[config.mk]
export PLATFORM = sky130hd
export DESIGN_NAME = vram_port_arbiter
export DESIGN_NICKNAME = d
export VERILOG_FILES = /design/src/rtl/vram_port_arbiter_pkg.sv /design/src/rtl/vram_port_arbiter_rr_arb2.sv /design/src/rtl/vram_port_arbiter.sv
export SDC_FILE = /design/constraint.sdc
export NUM_CORES = 1
export LEC_CHECK = 0
export CAP_MARGIN = 20
export CORE_AREA = 2 2 98 100
export CTS_CLUSTER_SIZE = 8
export DETAILED_ROUTE_END_ITERATION = 10
export DIE_AREA = 0 0 100 102
export PLACE_DENSITY = 0.77
export SKIP_LAST_GASP = 1
export SLEW_MARGIN = 20
export SYNTH_ARGS = -nofsm -noshare
export SYNTH_HDL_FRONTEND = slang
export SYNTH_HIERARCHICAL = 1
export SYNTH_SLANG_ARGS = --single-unit
[constraint.sdc]
create_clock -name CLK -period 3.55 [get_ports CLK]
set_clock_uncertainty 0.15 [all_clocks]
set_input_delay 0.355 -clock CLK [delete_from_list [all_inputs] [get_ports CLK]]
set_output_delay 0.355 -clock CLK [all_outputs]
set_load 0.1 [all_outputs]
[src/rtl/vram_port_arbiter_pkg.sv]
// vram_arb_pkg: shared types for the VRAM port-A arbiter.
//   arb_state_t : arbiter FSM states (IDLE, CPU read data cycle, engine read data cycle)
//   gnt_t       : identity of a granted requester (also the last_gnt encoding)
//   PAL_SEL_BIT : Avalon word-address bit selecting the palette region
package vram_arb_pkg;

    typedef enum logic [1:0] {
        IDLE   = 2'd0,
        CPU_RD = 2'd1,
        ENG_RD = 2'd2
    } arb_state_t;

    typedef enum logic {
        GNT_CPU = 1'b0,
        GNT_ENG = 1'b1
    } gnt_t;

    localparam int unsigned PAL_SEL_BIT = 11;

endpackage

[src/rtl/vram_port_arbiter_rr_arb2.sv]
// rr_arb2: two-way round-robin picker with its own last-grant register.
//   clk_i, rst_i  : clock, asynchronous active-high reset
//   en_i          : grant decisions allowed this cycle
//   req_cpu_i     : CPU-side request
//   req_eng_i     : engine-side request
//   gnt_vld_o     : a grant is issued this cycle (combinational)
//   gnt_o         : which side is granted (valid only with gnt_vld_o)
// last_gnt resets to GNT_ENG so the CPU wins the first contention.
module rr_arb2
    import vram_arb_pkg::*;
(
    input  logic clk_i,
    input  logic rst_i,
    input  logic en_i,
    input  logic req_cpu_i,
    input  logic req_eng_i,
    output logic gnt_vld_o,
    output gnt_t gnt_o
);

    gnt_t last_gnt_q;
    gnt_t last_gnt_d;

    always_ff @(posedge clk_i or posedge rst_i) begin
        if (rst_i) begin
            last_gnt_q <= GNT_ENG;
        end else begin
            last_gnt_q <= last_gnt_d;
        end
    end

    always_comb begin
        gnt_o      = GNT_CPU;
        gnt_vld_o  = 1'b0;
        last_gnt_d = last_gnt_q;
        if (en_i) begin
            if (req_cpu_i && req_eng_i) begin
                // Contention: the side that did not win last time goes now.
                gnt_o     = (last_gnt_q == GNT_ENG) ? GNT_CPU : GNT_ENG;
                gnt_vld_o = 1'b1;
            end else if (req_cpu_i) begin
                gnt_o     = GNT_CPU;
                gnt_vld_o = 1'b1;
            end else if (req_eng_i) begin
                gnt_o     = GNT_ENG;
                gnt_vld_o = 1'b1;
            end
        end
        if (gnt_vld_o) begin
            last_gnt_d = gnt_o;
        end
    end

endmodule

[src/rtl/vram_port_arbiter.sv]
// vram_port_arbiter: shares VRAM RAM port A between the Avalon-MM slave and a
// game-engine requester, round-robin, one transaction per grant. Port B is
// not touched here. Palette-region Avalon accesses (AVL_ADDR[11]=1) complete
// immediately without touching the RAM.
//   CLK, RESET         : clock, asynchronous active-high reset
//   AVL_*              : Avalon-MM slave (word address, bit 11 = palette)
//   ENG_REQ/WE/ADDR/BYTE_EN/WDATA : engine request, held until ENG_GNT
//   ENG_GNT            : one-cycle accept pulse
//   ENG_RVALID/RDATA   : registered engine read return
//   RAM_*              : port A controls, combinational from the grant; RAM_Q
//                        is valid the cycle after RAM_RDEN
module vram_port_arbiter
    import vram_arb_pkg::*;
#(
    parameter int unsigned ADDR_W = 11,
    parameter int unsigned DATA_W = 32,
    parameter int unsigned BE_W   = 4
) (
    input  logic                   CLK,
    input  logic                   RESET,
    input  logic                   AVL_CS,
    input  logic                   AVL_READ,
    input  logic                   AVL_WRITE,
    input  logic [PAL_SEL_BIT:0]   AVL_ADDR,
    input  logic [BE_W-1:0]        AVL_BYTE_EN,
    input  logic [DATA_W-1:0]      AVL_WRITEDATA,
    output logic [DATA_W-1:0]      AVL_READDATA,
    output logic                   AVL_WAITREQUEST,
    input  logic                   ENG_REQ,
    input  logic                   ENG_WE,
    input  logic [ADDR_W-1:0]      ENG_ADDR,
    input  logic [BE_W-1:0]        ENG_BYTE_EN,
    input  logic [DATA_W-1:0]      ENG_WDATA,
    output logic                   ENG_GNT,
    output logic                   ENG_RVALID,
    output logic [DATA_W-1:0]      ENG_RDATA,
    output logic [ADDR_W-1:0]      RAM_ADDR,
    output logic [BE_W-1:0]        RAM_BYTE_EN,
    output logic [DATA_W-1:0]      RAM_WDATA,
    output logic                   RAM_WREN,
    output logic                   RAM_RDEN,
    input  logic [DATA_W-1:0]      RAM_Q
);

    arb_state_t state_q;
    arb_state_t state_d;

    logic              eng_rvalid_q;
    logic              eng_rvalid_d;
    logic [DATA_W-1:0] eng_rdata_q;
    logic [DATA_W-1:0] eng_rdata_d;

    logic cpu_req;
    logic pal_acc;
    logic in_idle;
    logic gnt_vld;
    gnt_t gnt_who;
    logic cpu_gnt;
    logic eng_gnt;
    logic cpu_done;

    assign cpu_req = AVL_CS & (AVL_READ | AVL_WRITE) & ~AVL_ADDR[PAL_SEL_BIT];
    assign pal_acc = AVL_CS & (AVL_READ | AVL_WRITE) &  AVL_ADDR[PAL_SEL_BIT];
    assign in_idle = (state_q == IDLE);

    // Grants are only issued from IDLE; the read data cycles block the port.
    rr_arb2 u_rr_arb2 (
        .clk_i     (CLK),
        .rst_i     (RESET),
        .en_i      (in_idle),
        .req_cpu_i (cpu_req),
        .req_eng_i (ENG_REQ),
        .gnt_vld_o (gnt_vld),
        .gnt_o     (gnt_who)
    );

    assign cpu_gnt = gnt_vld & (gnt_who == GNT_CPU);
    assign eng_gnt = gnt_vld & (gnt_who == GNT_ENG);

    // State register and engine read-return registers.
    always_ff @(posedge CLK or posedge RESET) begin
        if (RESET) begin
            state_q      <= IDLE;
            eng_rvalid_q <= 1'b0;
            eng_rdata_q  <= '0;
        end else begin
            state_q      <= state_d;
            eng_rvalid_q <= eng_rvalid_d;
            eng_rdata_q  <= eng_rdata_d;
        end
    end

    // Next-state logic.
    always_comb begin
        state_d      = state_q;
        eng_rvalid_d = 1'b0;
        eng_rdata_d  = eng_rdata_q;
        case (state_q)
            IDLE: begin
                if (cpu_gnt && !AVL_WRITE) begin
                    state_d = CPU_RD;
                end else if (eng_gnt && !ENG_WE) begin
                    state_d = ENG_RD;
                end
            end
            CPU_RD: begin
                state_d = IDLE;
            end
            ENG_RD: begin
                // RAM_Q is valid now; present it to the engine next cycle.
                eng_rvalid_d = 1'b1;
                eng_rdata_d  = RAM_Q;
                state_d      = IDLE;
            end
            default: begin
                state_d = IDLE;
            end
        endcase
    end

    // Output logic.
    always_comb begin
        RAM_ADDR    = '0;
        RAM_BYTE_EN = '0;
        RAM_WDATA   = '0;
        RAM_WREN    = 1'b0;
        RAM_RDEN    = 1'b0;
        if (cpu_gnt) begin
            RAM_ADDR    = AVL_ADDR[ADDR_W-1:0];
            RAM_BYTE_EN = AVL_BYTE_EN;
            RAM_WDATA   = AVL_WRITEDATA;
            RAM_WREN    = AVL_WRITE;
            RAM_RDEN    = ~AVL_WRITE;
        end else if (eng_gnt) begin
            RAM_ADDR    = ENG_ADDR;
            RAM_BYTE_EN = ENG_BYTE_EN;
            RAM_WDATA   = ENG_WDATA;
            RAM_WREN    = ENG_WE;
            RAM_RDEN    = ~ENG_WE;
        end

        // The CPU completes on its write grant or in its read data cycle;
        // palette accesses never stall because cpu_req is low for them.
        cpu_done        = (cpu_gnt & AVL_WRITE) | (state_q == CPU_RD);
        AVL_WAITREQUEST = cpu_req & ~cpu_done;
        AVL_READDATA    = (state_q == CPU_RD) ? RAM_Q : '0;

        ENG_GNT    = eng_gnt;
        ENG_RVALID = eng_rvalid_q;
        ENG_RDATA  = eng_rdata_q;
    end

endmodule

# == After elaboration in Yosys (flattened, before gate mapping) ==
# Cells that the tools add are included.
# op_classes
eq_ne,3
bitwise,13
mux,23
reduce_logical,6
# op_table
op,n
$mux W32,3
$mux W11,2
$mux W1,13
$mux W4,2
$and A1 B1 Y1,6
$mux W2,3
$not A1 Y1,5
$logic_and A1 B1 Y1,3
$ne A3 B1 Y1 const B,1
$eq A2 B1 Y1 const B,1
$eq A2 B2 Y1 const B,1
$logic_not A1 Y1,2
$logic_not A2 Y1,1
$or A1 B1 Y1,2
# word_totals
input_bits,134
word_cells,49
out_inout_bits,116
reg_bits,36

# == Depth between registers and ports, before layout ==
# logic_depth
depth_word,12
ltp_mapped,7
ltp_nobuf,5

# == Hierarchy ==
# The synthesis kept the hierarchy.
# modules_own_cells
module,area_per_inst_um2,cells_each,n_inst
vram_port_arbiter,2570.0,227,1
rr_arb2,57.6,7,1

# == Worst setup path after synthesis ==
# OpenSTA, ideal clock, no wires.
# synth_timing
kind,register -> output
from,register state_q[0]
to,output port AVL_WAITREQUEST
path_stages_with_launch,8
arrival_ns,2.925
path_buffers,2
t_required_ns,3.045
slack_ns,0.120
path_cell_list,dfrtp_1 nor2_1 nand2_1 a21oi_1 buf_2 buf_6 and3b_1 nor4_2
# synth_via
elab_chain_cells,8
word_cells_on_any_way,10
classes_between,eq/ne (1); mux (2); bitwise (6); reduce/logical (1)
# synth_lines
item,line,source
from (decl),vram_port_arbiter.sv:45,arb_state_t state_q;
from (signal assigned),vram_port_arbiter.sv:87,state_q <= state_d;
$logic_not A2 Y1,vram_port_arbiter.sv:64,assign in_idle = (state_q == IDLE);
net in_idle,vram_port_arbiter.sv:55,logic in_idle;
$mux W1,vram_port_arbiter_rr_arb2.sv:36,if (en_i) begin
net gnt_who,vram_port_arbiter.sv:57,gnt_t gnt_who;
$not A1 Y1,vram_port_arbiter.sv:77,assign cpu_gnt = gnt_vld & (gnt_who == GNT_CPU);
$and A1 B1 Y1,vram_port_arbiter.sv:77,
$and A1 B1 Y1,vram_port_arbiter.sv:144,cpu_done = (cpu_gnt & AVL_WRITE) | (state_q == CPU_RD);
$or A1 B1 Y1,vram_port_arbiter.sv:144,
$not A1 Y1,vram_port_arbiter.sv:145,AVL_WAITREQUEST = cpu_req & ~cpu_done;
$and A1 B1 Y1,vram_port_arbiter.sv:145,
to (decl),vram_port_arbiter.sv:28,"output logic AVL_WAITREQUEST,"
# The timed path passes the listed nets, and every way through them passes these cells.

# == Final worst setup path ==
# layout_timing
from,input port AVL_WRITE
to,output port RAM_WDATA[8]
# layout_via
elab_chain_cells,9
word_cells_on_any_way,15
classes_between,mux (8); bitwise (6); reduce/logical (1)
# layout_lines
item,line,source
from (decl),vram_port_arbiter.sv:23,"input logic AVL_WRITE,"
$or A1 B1 Y1 (*),n/a,
$and A1 B1 Y1 (*),n/a,
$and A1 B1 Y1 (*),vram_port_arbiter.sv:62,assign cpu_req = AVL_CS & (AVL_READ | AVL_WRITE) & ~AVL_ADDR[PAL_SEL_BIT];
net cpu_req,vram_port_arbiter.sv:53,logic cpu_req;
$mux W1 / $logic_and A1 B1 Y1 (equally long branches),"vram_port_arbiter_rr_arb2.sv:41, vram_port_arbiter_rr_arb2.sv:37",
$mux W1 (*),vram_port_arbiter_rr_arb2.sv:37,if (req_cpu_i && req_eng_i) begin
$mux W1 (*),vram_port_arbiter_rr_arb2.sv:36,
net gnt_vld,vram_port_arbiter.sv:56,logic gnt_vld;
$and A1 B1 Y1,vram_port_arbiter.sv:78,assign eng_gnt = gnt_vld & (gnt_who == GNT_ENG);
$mux W32,vram_port_arbiter.sv:134,end else if (eng_gnt) begin
$mux W32 (*),vram_port_arbiter.sv:128,if (cpu_gnt) begin
to (decl),vram_port_arbiter.sv:39,"output logic [DATA_W-1:0] RAM_WDATA,"
# Mark *: on every way through the listed nets, which the timed path passes. The rest lies on a longest branch.

==> out/results.ini <==
[global_route]
grt_antenna_before_repair=0
track_usage_pct=17.30
globalRouteMet2Util_pct=34.51
globalRoute.totalOverflow=0
grt.busiest_layer=met2
largest_net_degree_at_the_start_of_global_routing=40
global_route.usage.met3_pct=4.925
grt_pass1_vias=2675
grtUsageMet1_pct=18.11
wire_length_of_the_first_global_routing_pass_um=13890

[finish]
layout-drive-gt1-share_pct=27.62
nets=611
areaGrowthSynthToFinish_pct=117.3
layout.cells.most_common_list=clkdlybuf4s50_1, buf_12, mux2i_1, nor2b_1, buf_4
layout.cells.most_common=clkdlybuf4s50_1
design_area_mm2=0.005710
antenna_cells_inserted=0

[sta]
rsz0062_at_grt=no
timing.final.max_slew_violations=0
worst_slew_margin_rel_pct=32.63
fin_tns_setup_ns=0
layout_worst_path_cycle_share_pct=85.27
tightest_slew_ns=1.007
achievable-frequency_mhz=330.3
final-setup-viol-count=0
time_the_worst_path_needs_with_i_o_delays_and_setup_ns=3.027
hold_viol=0

[placement]
io_buffer_count=249
gp_congestion=0.7401
postPlaceCellArea_mm2=0.005603
detailed_place_hpwl_um=8063

[worst_setup_path]
required_time_at_the_worst_slack_endpoint_ns=3.04
timing_worst_setup_path_type=in2out
worstPathMaxFanout=39
worstSetupEndpointType=primary output
arrival_ns=2.52
worst_setup_path_start_kind=input port

[synth]
yosys_register_bits=36
syn-mean-instance-area_um2=11.23
number_of_warnings_printed_during_yosys_synthesis=6
seq_area_frac_synth_pct=34.33
netlist.top_cell.by_area=dfrtp_1
post_synth_inst_count=234
synth_cell_types=24
syn_area_mm2=0.002628
synth_top_area_share_pct=33.33
synth.area.top_cells=dfrtp_1, mux2i_1, mux2_4, nor2b_1, and2_1
number_of_nets_produced_by_synthesis=368

[detailed_routing]
antenna_violating_nets_post_route=0
post_drt_via_cell_ratio=4.499
drt-pass1-iter-count=4
drc=0
vias=2650
wl_per_cell_um=15.82
drt_wl_total_um=9316
drt-initial-drc-count=32

[clocking]
tritoncts=built
post-cts-setup-buffers=0
worst_setup_hold_path_clk_slew_ns=0.06
clock_tree.root_cell=clkbuf_8
cts_sink_count=36
cts-root-to-sink-buffers=2
cts_htree_levels=2
ctsResizeCount=0
skew_pair_late_insertion_delay_ns=0.28
cts_inserted_buffers=5
hold_buffers=0

[power_and_ir_drop]
power.static_leakage_nw=2.481
vdd_drop_max_uv=479.2
finalPower_mw=4.548
power_density_mw_per_mm2=796.4

[floorplan]
i_o_pin_cnt=250
number_of_cell_rows=35
coreArea_mm2=0.009109
effective_utilization_at_floorplan_pct=28.85
die_width_um=100
floorplan.die_area_mm2=0.01020
die_h_um=102

[outcome]
status=finished, final reports clean

[hold_path]
hold_path.class=in2async

[flow_run]
max-cap-violations=0

## cells by family after synthesis
logic type,Yosys count,share of synthesized area (%)
compound gates,4,0.9050
flops,36,34.33
buf+inv,20,5.905
mux,80,36.14
simple gates,94,22.71
## synth_stat cells
master    number
nor2_1         4
buf_6          2
o21a_1         1
mux2_4        29
inv_1          2
and3b_1        2
and2_1        34
nor2b_4        1
dfrtp_1       35
buf_12         3
clkbuf_1       8
mux2i_1       48
a21oi_1        2
buf_2          1
nand2_1        1
a31oi_1        1
mux2_2         3
buf_4          4
dfstp_2        1
nor2b_1       48
nand2b_1       1
nor4_2         1
and3_1         1
and2b_2        1
## worst max-delay path, stage by stage
cell and delay (ns):
clkdlybuf4s50_1 0.53, nor2_1 0.08, nor2_1 0.27, o21a_1 0.40, buf_4 0.37, nor2b_1 0.30, buf_12 0.21
## stage by stage
stage          utilization (%)  worst slack, ns  std cells  hold slack [ns]
6_report                 62.69           0.5228        589           0.2543
5_1_grt                  62.69           0.3329        589           0.2812
4_1_cts                  62.69           0.5046        589           0.2539
3_5_place_dp             61.51           0.5127        581           0.3448
3_3_place_gp             61.51           0.5654        581           0.3405
2_1_floorplan                -           0.1200        234          0.09470
## worst paths after layout
path / start / to / slack [ns] / depth (start not counted)
min reg2reg: ENG_RDATA[11] / ENG_RDATA[11] / 0.36 / 1
max: AVL_WRITE / RAM_WDATA[8] / 0.52 / 7
max in group asynchronous: RESET / ENG_RDATA[30] / 2.59 / 3
max reg2reg: state_q[0] / ENG_RDATA[14] / 1.49 / 3
min in group CLK: ENG_RDATA[11] / ENG_RDATA[11] / 0.36 / 1
min: RESET / u_rr_arb2/last_gnt_q / 0.25 / 2
## cell type report
class / instances / area, um2
fillers: 730 / 3398
repair buffers: 254 / 2973
multi-input cells: 178 / 1582
flip-flops and latches: 36 / 902.1
well taps: 111 / 138.9
clock buffers: 6 / 72.57
clock inverters: 2 / 35.03
inverters: 2 / 7.507
## power breakdown
part	leakage, nW	internal [mW]	switching, mW
sequential	0.434	0.597	0.105
clock	0.0552	0.208	0.136
combinational	1.99	1.06	2.45
## metal layers
metal	routed length (um)	share of wire (%)
met5	0	0
met4	80	0.86
met3	887	9.5
met2	5111	55
met1	3237	35
## registers in the layout, indices dropped and copies added (netlist names)
name,flops
u_rr_arb2/last_gnt_q,1
state_q,2
ENG_RVALID,1
ENG_RDATA,32
No activity file was read; power rests on OpenSTA's default activity.
